### config.mk
export PLATFORM = sky130hd
export DESIGN_NAME = watch_set_ctrl
export DESIGN_NICKNAME = d
export VERILOG_FILES = /design/src/rtl/watch_set_ctrl.sv
export SDC_FILE = /design/constraint.sdc
export NUM_CORES = 1
export LEC_CHECK = 0
export BUFFER_PORTS_ARGS = -buffer_cell sky130_fd_sc_hd__clkbuf_2
export CORE_MARGIN = 3
export CORE_UTILIZATION = 58
export DETAILED_ROUTE_END_ITERATION = 8
export HOLD_SLACK_MARGIN = 0.08
export PLACE_DENSITY = 0.83
export SLEW_MARGIN = 5
export SYNTH_ARGS = -nofsm -noshare
export SYNTH_HDL_FRONTEND = slang
export SYNTH_SLANG_ARGS = --single-unit
### constraint.sdc
create_clock -name clock -period 1.99 [get_ports clock]
set_input_delay 0.0995 -clock clock [delete_from_list [all_inputs] [get_ports clock]]
set_output_delay 0.0995 -clock clock [all_outputs]
set_load 0.05 [all_outputs]
### src/rtl/watch_set_ctrl.sv
// Watch time-set sequencer: turns the 1 Hz tick into carry pulses in RUN, and
// steps one frozen field per button press (with auto-repeat, blink, timeout) in SET.
module watch_set_ctrl #(
  parameter int DATA_W      = 6,
  parameter int SEC_MAX     = 59,
  parameter int MIN_MAX     = 59,
  parameter int REPEAT_DLY  = 500,
  parameter int REPEAT_PER  = 100,
  parameter int TIMEOUT_CYC = 5000,
  parameter int BLINK_HALF  = 250
) (
  input  logic              clock,
  input  logic              reset,
  input  logic              tick_1hz,
  input  logic              btn_mode,
  input  logic              btn_inc,
  input  logic [DATA_W-1:0] sec_val,
  input  logic [DATA_W-1:0] min_val,
  output logic              sec_pulse,
  output logic              min_pulse,
  output logic              hour_pulse,
  output logic              set_mode,
  output logic [1:0]        field_sel,
  output logic              blink
);

  localparam int REP_MAX = (REPEAT_DLY > REPEAT_PER) ? REPEAT_DLY : REPEAT_PER;
  localparam int REP_W   = $clog2(REP_MAX + 1);
  localparam int TO_W    = $clog2(TIMEOUT_CYC + 1);
  localparam int BL_W    = $clog2(BLINK_HALF + 1);

  localparam logic [REP_W-1:0]  REP_FIRE   = REP_W'(REPEAT_DLY);
  localparam logic [REP_W-1:0]  REP_RELOAD = REP_W'(REPEAT_DLY - REPEAT_PER + 1);
  localparam logic [REP_W-1:0]  REP_ONE    = REP_W'(1);
  localparam logic [TO_W-1:0]   TO_LAST    = TO_W'(TIMEOUT_CYC - 1);
  localparam logic [BL_W-1:0]   BL_LAST    = BL_W'(BLINK_HALF - 1);
  localparam logic [DATA_W-1:0] SEC_TOP    = DATA_W'(SEC_MAX);
  localparam logic [DATA_W-1:0] MIN_TOP    = DATA_W'(MIN_MAX);

  // State encoding doubles as the field_sel code
  typedef enum logic [1:0] {
    RUN      = 2'b00,
    SET_HOUR = 2'b01,
    SET_MIN  = 2'b10,
    SET_SEC  = 2'b11
  } state_t;

  state_t           state;
  state_t           nextState;
  logic             btnIncQ;
  logic             armed;
  logic [REP_W-1:0] repCnt;
  logic [TO_W-1:0]  toCnt;
  logic [BL_W-1:0]  blinkCnt;
  logic             blinkPhase;

  logic incEdge;
  logic inSet;
  logic repFire;
  logic incEvent;
  logic idleTimeout;
  logic stateChange;
  logic nextPhase;
  logic runTick;
  logic secCarry;
  logic minCarry;

  always_comb begin
    incEdge     = btn_inc & ~btnIncQ;
    inSet       = (state != RUN);
    repFire     = armed & btn_inc & (repCnt == REP_FIRE);
    incEvent    = inSet & ~btn_mode & (incEdge | repFire);
    idleTimeout = inSet & ~btn_mode & ~btn_inc & (toCnt == TO_LAST);
    runTick     = (state == RUN) & tick_1hz;
    secCarry    = runTick & (sec_val == SEC_TOP);
    minCarry    = secCarry & (min_val == MIN_TOP);

    nextState = state;
    if (btn_mode) begin
      case (state)
        RUN:      nextState = SET_HOUR;
        SET_HOUR: nextState = SET_MIN;
        SET_MIN:  nextState = SET_SEC;
        default:  nextState = RUN;
      endcase
    end else if (idleTimeout) begin
      nextState = RUN;
    end

    stateChange = (nextState != state);
    nextPhase   = blinkPhase;
    if (stateChange)
      nextPhase = 1'b0;
    else if (inSet && (blinkCnt == BL_LAST))
      nextPhase = ~blinkPhase;
  end

  // Repeat counter is armed only by a press made inside a SET state; a mode
  // change disarms it so a held button never leaks into the next field.
  always_ff @(posedge clock or posedge reset) begin
    if (reset) begin
      state      <= RUN;
      btnIncQ    <= 1'b0;
      armed      <= 1'b0;
      repCnt     <= '0;
      toCnt      <= '0;
      blinkCnt   <= '0;
      blinkPhase <= 1'b0;
      sec_pulse  <= 1'b0;
      min_pulse  <= 1'b0;
      hour_pulse <= 1'b0;
      set_mode   <= 1'b0;
      field_sel  <= 2'b00;
      blink      <= 1'b0;
    end else begin
      state   <= nextState;
      btnIncQ <= btn_inc;

      sec_pulse  <= runTick  | (incEvent & (state == SET_SEC));
      min_pulse  <= secCarry | (incEvent & (state == SET_MIN));
      hour_pulse <= minCarry | (incEvent & (state == SET_HOUR));
      set_mode   <= (nextState != RUN);
      field_sel  <= nextState;
      blink      <= nextPhase & (nextState != RUN) & ~btn_inc;

      blinkPhase <= nextPhase;
      if (stateChange || !inSet || (blinkCnt == BL_LAST))
        blinkCnt <= '0;
      else
        blinkCnt <= blinkCnt + 1'b1;

      if (!inSet || btn_mode || btn_inc || idleTimeout)
        toCnt <= '0;
      else
        toCnt <= toCnt + 1'b1;

      // Reload after a repeat so the counter never exceeds REPEAT_DLY
      if (!btn_inc || btn_mode) begin
        armed  <= 1'b0;
        repCnt <= '0;
      end else if (incEdge && inSet) begin
        armed  <= 1'b1;
        repCnt <= REP_ONE;
      end else if (armed) begin
        if (repCnt == REP_FIRE)
          repCnt <= REP_RELOAD;
        else
          repCnt <= repCnt + 1'b1;
      end
    end
  end

endmodule

==> results of run 1 <==
==> Yosys cell counts (all sizes together), types with 3 or more instances <==
cell,count
xnor2,14
ha,9
o21ai,3
nand3,12
nand4,7
nand3b,3
and3,6
nand4b,3
nor2,29
a21oi,4
dfrtp,40
nand2,10
nor3,15
o31ai,5
nor4b,3
a31oi,6
inv,8
xor2,7
buf,4
==> worst paths after layout <==
| path | startpoint | to | cells after the start |
|---|---|---|---|
| max | state[1]$_DFF_PP0_ | blink$_DFF_PP0_ | 7 |
| min | sec_val[3] | min_pulse$_DFF_PP0_ | 3 |
| max reg2reg | state[1]$_DFF_PP0_ | blink$_DFF_PP0_ | 7 |
| min reg2reg | blinkCnt[0]$_DFF_PP0_ | blinkCnt[0]$_DFF_PP0_ | 1 |
| max in group asynchronous | reset | state[0]$_DFF_PP0_ | 4 |
| min in group asynchronous | reset | sec_pulse$_DFF_PP0_ | 4 |
==> cell type report <==
class / count / area [um^2] / share of cell area
Clock inverter: 2 / 15.0 / 0.00593
Inverter: 8 / 30.0 / 0.0119
Tap cell: 46 / 57.6 / 0.0227
Timing Repair Buffer: 33 / 210 / 0.0830
Sequential cell: 40 / 1000 / 0.396
Multi-Input combinational cell: 159 / 1130 / 0.447
Clock buffer: 6 / 82.6 / 0.0326
==> routing by layer <==
metal	GRT usage	routed length [um]	vias up
met3	0.0449	189	10
met4	0.0658	65	0
met1	0.280	2000	803
li1	-	-	828
met2	0.306	1910	40
met5	0	0	-
==> what timing repair did <==
item / CTS / global route
resized for setup: 0 / 3
endpoints found under the setup margin: 0 / 4
endpoints found under the hold margin: 42 / 0
hold buffers: 3 / 0
buffers inserted: 0 / 1
==> critical path, delay by kind of cell, from the launching register on <==
family,cells,cell delay [ps]
AO/OA/AOI/OAI,3,690
flip-flops,1,440
adder cells (fa/ha/maj),1,250
buffers and inverters,2,240
AND/OR/NAND/NOR,1,230
==> sequential cells by signal (all words and copies together) (netlist names), 2 cells and up <==
name / cells
toCnt: 13
repCnt: 9
blinkCnt: 8
state: 2
==> metrics by stage <==
stage | setup TNS, ps | hold WS, ps | utilization | area (um^2)
floorplan | 0 | 131 | - | 2180
global placement | 0 | 223 | 0.683 | 2370
detailed placement | 0 | 232 | 0.683 | 2370
CTS | 0 | 100 | 0.720 | 2500
global route | -204 | 122 | 0.730 | 2530
finish | 0 | 101 | 0.730 | 2530
==> cells by family after synthesis <==
kind of cell,synth area share
buffers and inverters,0.0277
multiplexers,0.00461
flip-flops,0.461
AND/OR/NAND/NOR,0.257
AO/OA/AOI/OAI,0.112
adder cells (fa/ha/maj),0.0519
XOR/XNOR,0.0848
==> power by group through the flow <==
stage	logic, W	registers (W)	clock network, W
floorplan	0.000504	0.00110	0
global placement	0.000858	0.000966	0
detailed placement	0.000878	0.000970	0
CTS	0.000885	0.000954	0.000585
global route	0.00106	0.000968	0.000615
finish	0.000971	0.000956	0.000566
==> impl_metrics.csv, run 1 <==
group,metric,value,unit
outcome,status,"finished, final reports clean",
timing,relSlewSlack,0.654,
floorplanning,dieArea,0.00451,mm^2
timing,finalSetupViolCount,0,
drt,wirelength,4.16,mm
logic_synthesis,synth_cells,213,
logic_synthesis,syn_area_per_cell,10.2,um^2
logic_synthesis,ys_types,41,
logic_synthesis,synth_edf_count,0,
clock_network,h-tree-depth,2,
timing,final-hold-violation-count,0,
finish,syn2layout_area_growth,16.7,%
setup_path,path_cells,"inv_2 -> ha_1 -> o21ba_2 -> o31ai_4 -> o221ai_4 -> buf_12 -> nor4b_4",
clock_network,cts-root-buf,"clkbuf_8",
timing,fin_skew,9.50,ps
job,drv_cap,0,
clock_network,clk_pin_slew,80,ps
setup_path,worstSetupPathType,"flop to flop",
logic_synthesis,synth_seq_area_share,0.461,
drt,via_count,1681,
pwr,p_int,0.00155,W
finish,final_cells,294,
timing,worst_slack,45.2,ps
drt,wl_per_cell,14.1,um
logic_synthesis,async_flop_share,1.00,
logic_synthesis,synth-main-ff-cell,"dfrtp_1",
drt,drt_pass1_iterations,4,
setup_path,arrival,2150,ps
placed_design,placed_cells,282,
logic_synthesis,synth_area_leaders,"dfrtp_1, xnor2_1, ha_1",
drt,drc_errors,0,
pwr,p_clk_frac,0.227,
logic_synthesis,synth_nets,239,
floorplanning,die_h,67.2,um
finish,mostFrequentLayoutCells,"dfrtp_1, nor2_1, clkbuf_2, xnor2_1, nor3_1",
drt,drt-initial-drc-count,123,
setup_path,critPathLaunchType,"flop",
logic_synthesis,yosys_register_bits,40,
finish,layout_commonest_cell,"dfrtp_1",
pwr,power.leakage,1.06,nW
clock_network,clk_latency,290,ps
pwr,comb_power_share,0.389,
worst_hold_path,hp-class,"primary input to flop",
floorplanning,core_region_area,0.00347,mm^2
grt,grt-ovfl-total,0,
setup_path,worst_setup_path_end_kind,"flop",
floorplanning,die_w,67.2,um
floorplanning,rows,21,
pwr,total_power,0.00249,W
clock_network,tritoncts,"done",
timing,report.final.slew_viol_count,0,
grt,grt_antenna_before_repair,0,
finish,final_nets,273,
setup_path,cpMaxStageDelayCell,"dfrtp_2",
pwr,worst_ir_drop_vdd,0.594,mV
placed_design,post-place-ws,116,ps
placed_design,port_buffers,23,
setup_path,worstPathRequired,2190,ps
finish,antenna-diode-count,0,
clock_network,cts_made_buffers,5,
placed_design,hpwl,2.90,mm
placed_design,gp_congestion,0.935,
timing,fin_crit_sh,0.977,
pwr,power_switching,0.000942,W
timing,clock.fmax,514,MHz
setup_path,ff2ff_setup_slack,50,ps
grt,grt_pass1_vias,1583,
grt,grt_first_pass_wirelength,6.91,mm
drt,via_per_inst,5.72,
pwr,power_frac_seq,0.384,
finish,drive_gt1_frac,0.214,
clock_network,clock_sinks,40,
setup_path,critical_path.max_fanout,10,
drt,ant_nets,0,
pwr,p_per_area,985,mW/mm^2
setup_path,max_stage_delay,440,ps
clock_network,clockBufferDepth,2,
logic_synthesis,yosys_warnings,0,
finish,fill_cells,263,
grt,grt_max_degree,41,
logic_synthesis,yosysTopAreaCellShare,0.461,
floorplanning,floorplan.initialDensity,0.626,
floorplanning,io-pin-count,24,
grt,track_usage,0.199,
pwr,switching_share,0.378,
logic_synthesis,synth_top_cell_by_area,"dfrtp_1",
timing,worst_pin_slew,514,ps
timing,min_period,1940,ps
logic_synthesis,netlist_area,0.00217,mm^2
Note: power is estimated with default switching activity, not from simulation.
==> run 2: changes to the inputs <==
--- a/config.mk
+++ b/config.mk
@@ -11,6 +11,7 @@
 export DETAILED_ROUTE_END_ITERATION = 8
 export HOLD_SLACK_MARGIN = 0.08
 export PLACE_DENSITY = 0.83
+export RECOVER_POWER = 25
 export SLEW_MARGIN = 5
 export SYNTH_ARGS = -nofsm -noshare
 export SYNTH_HDL_FRONTEND = slang
==> impl_metrics.csv, run 2 (same netlist as run 1, synthesis figures left out) <==
group,metric,value,unit
timing,worst_slack,45.1,ps
floorplanning,die_h,67.2,um
finish,largest_register_ffs,13,
setup_path,worstPathRequired,2190,ps
worst_hold_path,min_from,"sec_val[3]",
timing,relSlewSlack,0.355,
drt,drc_errors,0,
timing,clock.fmax,514,MHz
finish,reg_top3,"toCnt: 13 flops, repCnt: 9 flops, blinkCnt: 8 flops",
setup_path,r2r-start,"state[1]$_DFF_PP0_",
placed_design,hpwl,2.90,mm
worst_hold_path,hp-class,"primary input to flop",
placed_design,gp_congestion,0.935,
clock_network,clock_sinks,40,
timing,finalSetupViolCount,0,
floorplanning,floorplan.initialDensity,0.626,
pwr,worst_ir_drop_vdd,0.594,mV
grt,grt-ovfl-total,0,
clock_network,clk_pin_slew,80,ps
outcome,status,"finished, final reports clean",
clock_network,clk_latency,290,ps
grt,grt_max_degree,41,
worst_hold_path,worstHoldEndpoint,"min_pulse$_DFF_PP0_",
pwr,power.leakage,1.06,nW
drt,drt-initial-drc-count,123,
setup_path,worst_setup_path_end_kind,"flop",
job,drv_cap,0,
setup_path,critPathLaunchType,"flop",
timing,worst_hold_slack,101,ps
setup_path,ff2ff_setup_slack,50,ps
drt,drt_pass1_iterations,4,
setup_path,arrival,2150,ps
setup_path,path_cells,"inv_2 -> ha_1 -> o21ba_2 -> o31ai_4 -> o221ai_4 -> buf_12 -> nor4b_4",
floorplanning,core_region_area,0.00347,mm^2
setup_path,crit_path_start,"state[1]$_DFF_PP0_",
finish,drive_gt1_frac,0.210,
placed_design,post-place-ws,116,ps
floorplanning,dieArea,0.00451,mm^2
setup_path,r2r_cells,7,
setup_path,cpMaxStageDelayCell,"dfrtp_2",
floorplanning,rows,21,
floorplanning,die_w,67.2,um
drt,met2_length,1.90,mm
clock_network,cts_made_buffers,5,
drt,wl_met3,193,um
clock_network,tritoncts,"done",
finish,post-route-util,0.729,
drt,wl_per_cell,14.1,um
finish,antenna-diode-count,0,
grt,track_usage,0.199,
drt,wl_met1,1.99,mm
drt,via_count,1681,
grt,grt_antenna_before_repair,0,
clock_network,clockBufferDepth,2,
finish,layout_commonest_cell,"dfrtp_1",
timing,fin_skew,9.50,ps
drt,wirelength,4.15,mm
timing,worst_pin_slew,967,ps
placed_design,port_buffers,23,
setup_path,r2r_end,"blink$_DFF_PP0_",
grt,grt_first_pass_wirelength,6.91,mm
setup_path,critical_path.max_fanout,10,
clock_network,cts-root-buf,"clkbuf_8",
finish,mostFrequentLayoutCells,"dfrtp_1, nor2_1, clkbuf_2, xnor2_1, nor3_1",
placed_design,placed_cell_area,0.00237,mm^2
timing,fin_crit_sh,0.977,
setup_path,worstSetupPathType,"flop to flop",
timing,final-hold-violation-count,0,
timing,report.final.slew_viol_count,0,
finish,syn2layout_area_growth,16.5,%
setup_path,max_stage_delay,440,ps
timing,min_period,1940,ps
finish,final_nets,273,
drt,ant_nets,0,
grt,grt_pass1_vias,1583,
floorplanning,io-pin-count,24,
pwr,total_power,0.00249,W
finish,fin_area,0.00253,mm^2
clock_network,h-tree-depth,2,
finish,regMostFlops,"toCnt",
drt,maxUsedRoutingLayer,"met4",
worst_hold_path,min_path_cells,3,
drt,via_per_inst,5.72,
pwr,p_per_area,986,mW/mm^2
## run 2: final cells by class
type                       instances  area (um^2)
sequential                        40         1000
timing repair buffer              33          206
tap                               46         57.6
inverter                           8         30.0
clock buffer                       6         82.6
clock inverter                     2         15.0
fill                             265          941
multi-input combinational        159         1130
## run 2: how the worst max path moves through the flow
stage	endpoint	slack (ps)
after floorplan	blink$_DFF_PP0_	30
after global placement	blinkCnt[3]$_DFF_PP0_	160
after detailed placement	blink$_DFF_PP0_	120
after CTS	blink$_DFF_PP0_	100
after global routing	blink$_DFF_PP0_	-30
final	blink$_DFF_PP0_	50
## run 2: stage by stage
stage / cells / setup TNS (ps)
floorplan: 213 / 0
global placement: 282 / 0
CTS: 293 / 0
global route: 294 / -218
finish: 294 / 0
detailed placement: 282 / 0
## run 2: worst max-delay path: cells and delay by family (launching register included)
kind / cells / cell delay [ps]
AOI/OAI and AO/OA: 3 / 690
DFF: 1 / 440
adders and majority gates: 1 / 250
buffers and inverters: 2 / 240
and+or+nand+nor: 1 / 230
## run 2: timing repair
item                                    CTS  global route
setup buffers                             0             1
resized for setup                         0             3
endpoints found under the setup margin    0             4
endpoints found under the hold margin    42             0
hold buffers                              3             0
## run 2: power breakdown
group | internal, W | switching (W)
registers | 0.000887 | 0.0000691
clock network | 0.000281 | 0.000285
logic | 0.000382 | 0.000588
total | 0.00155 | 0.000942
## run 2: routing by layer
layer  GRT usage  vias to the layer above
li1            -                      828
met1       0.280                      801
met2       0.306                       42
met3      0.0449                       10
met4      0.0658                        0
met5           0                        -
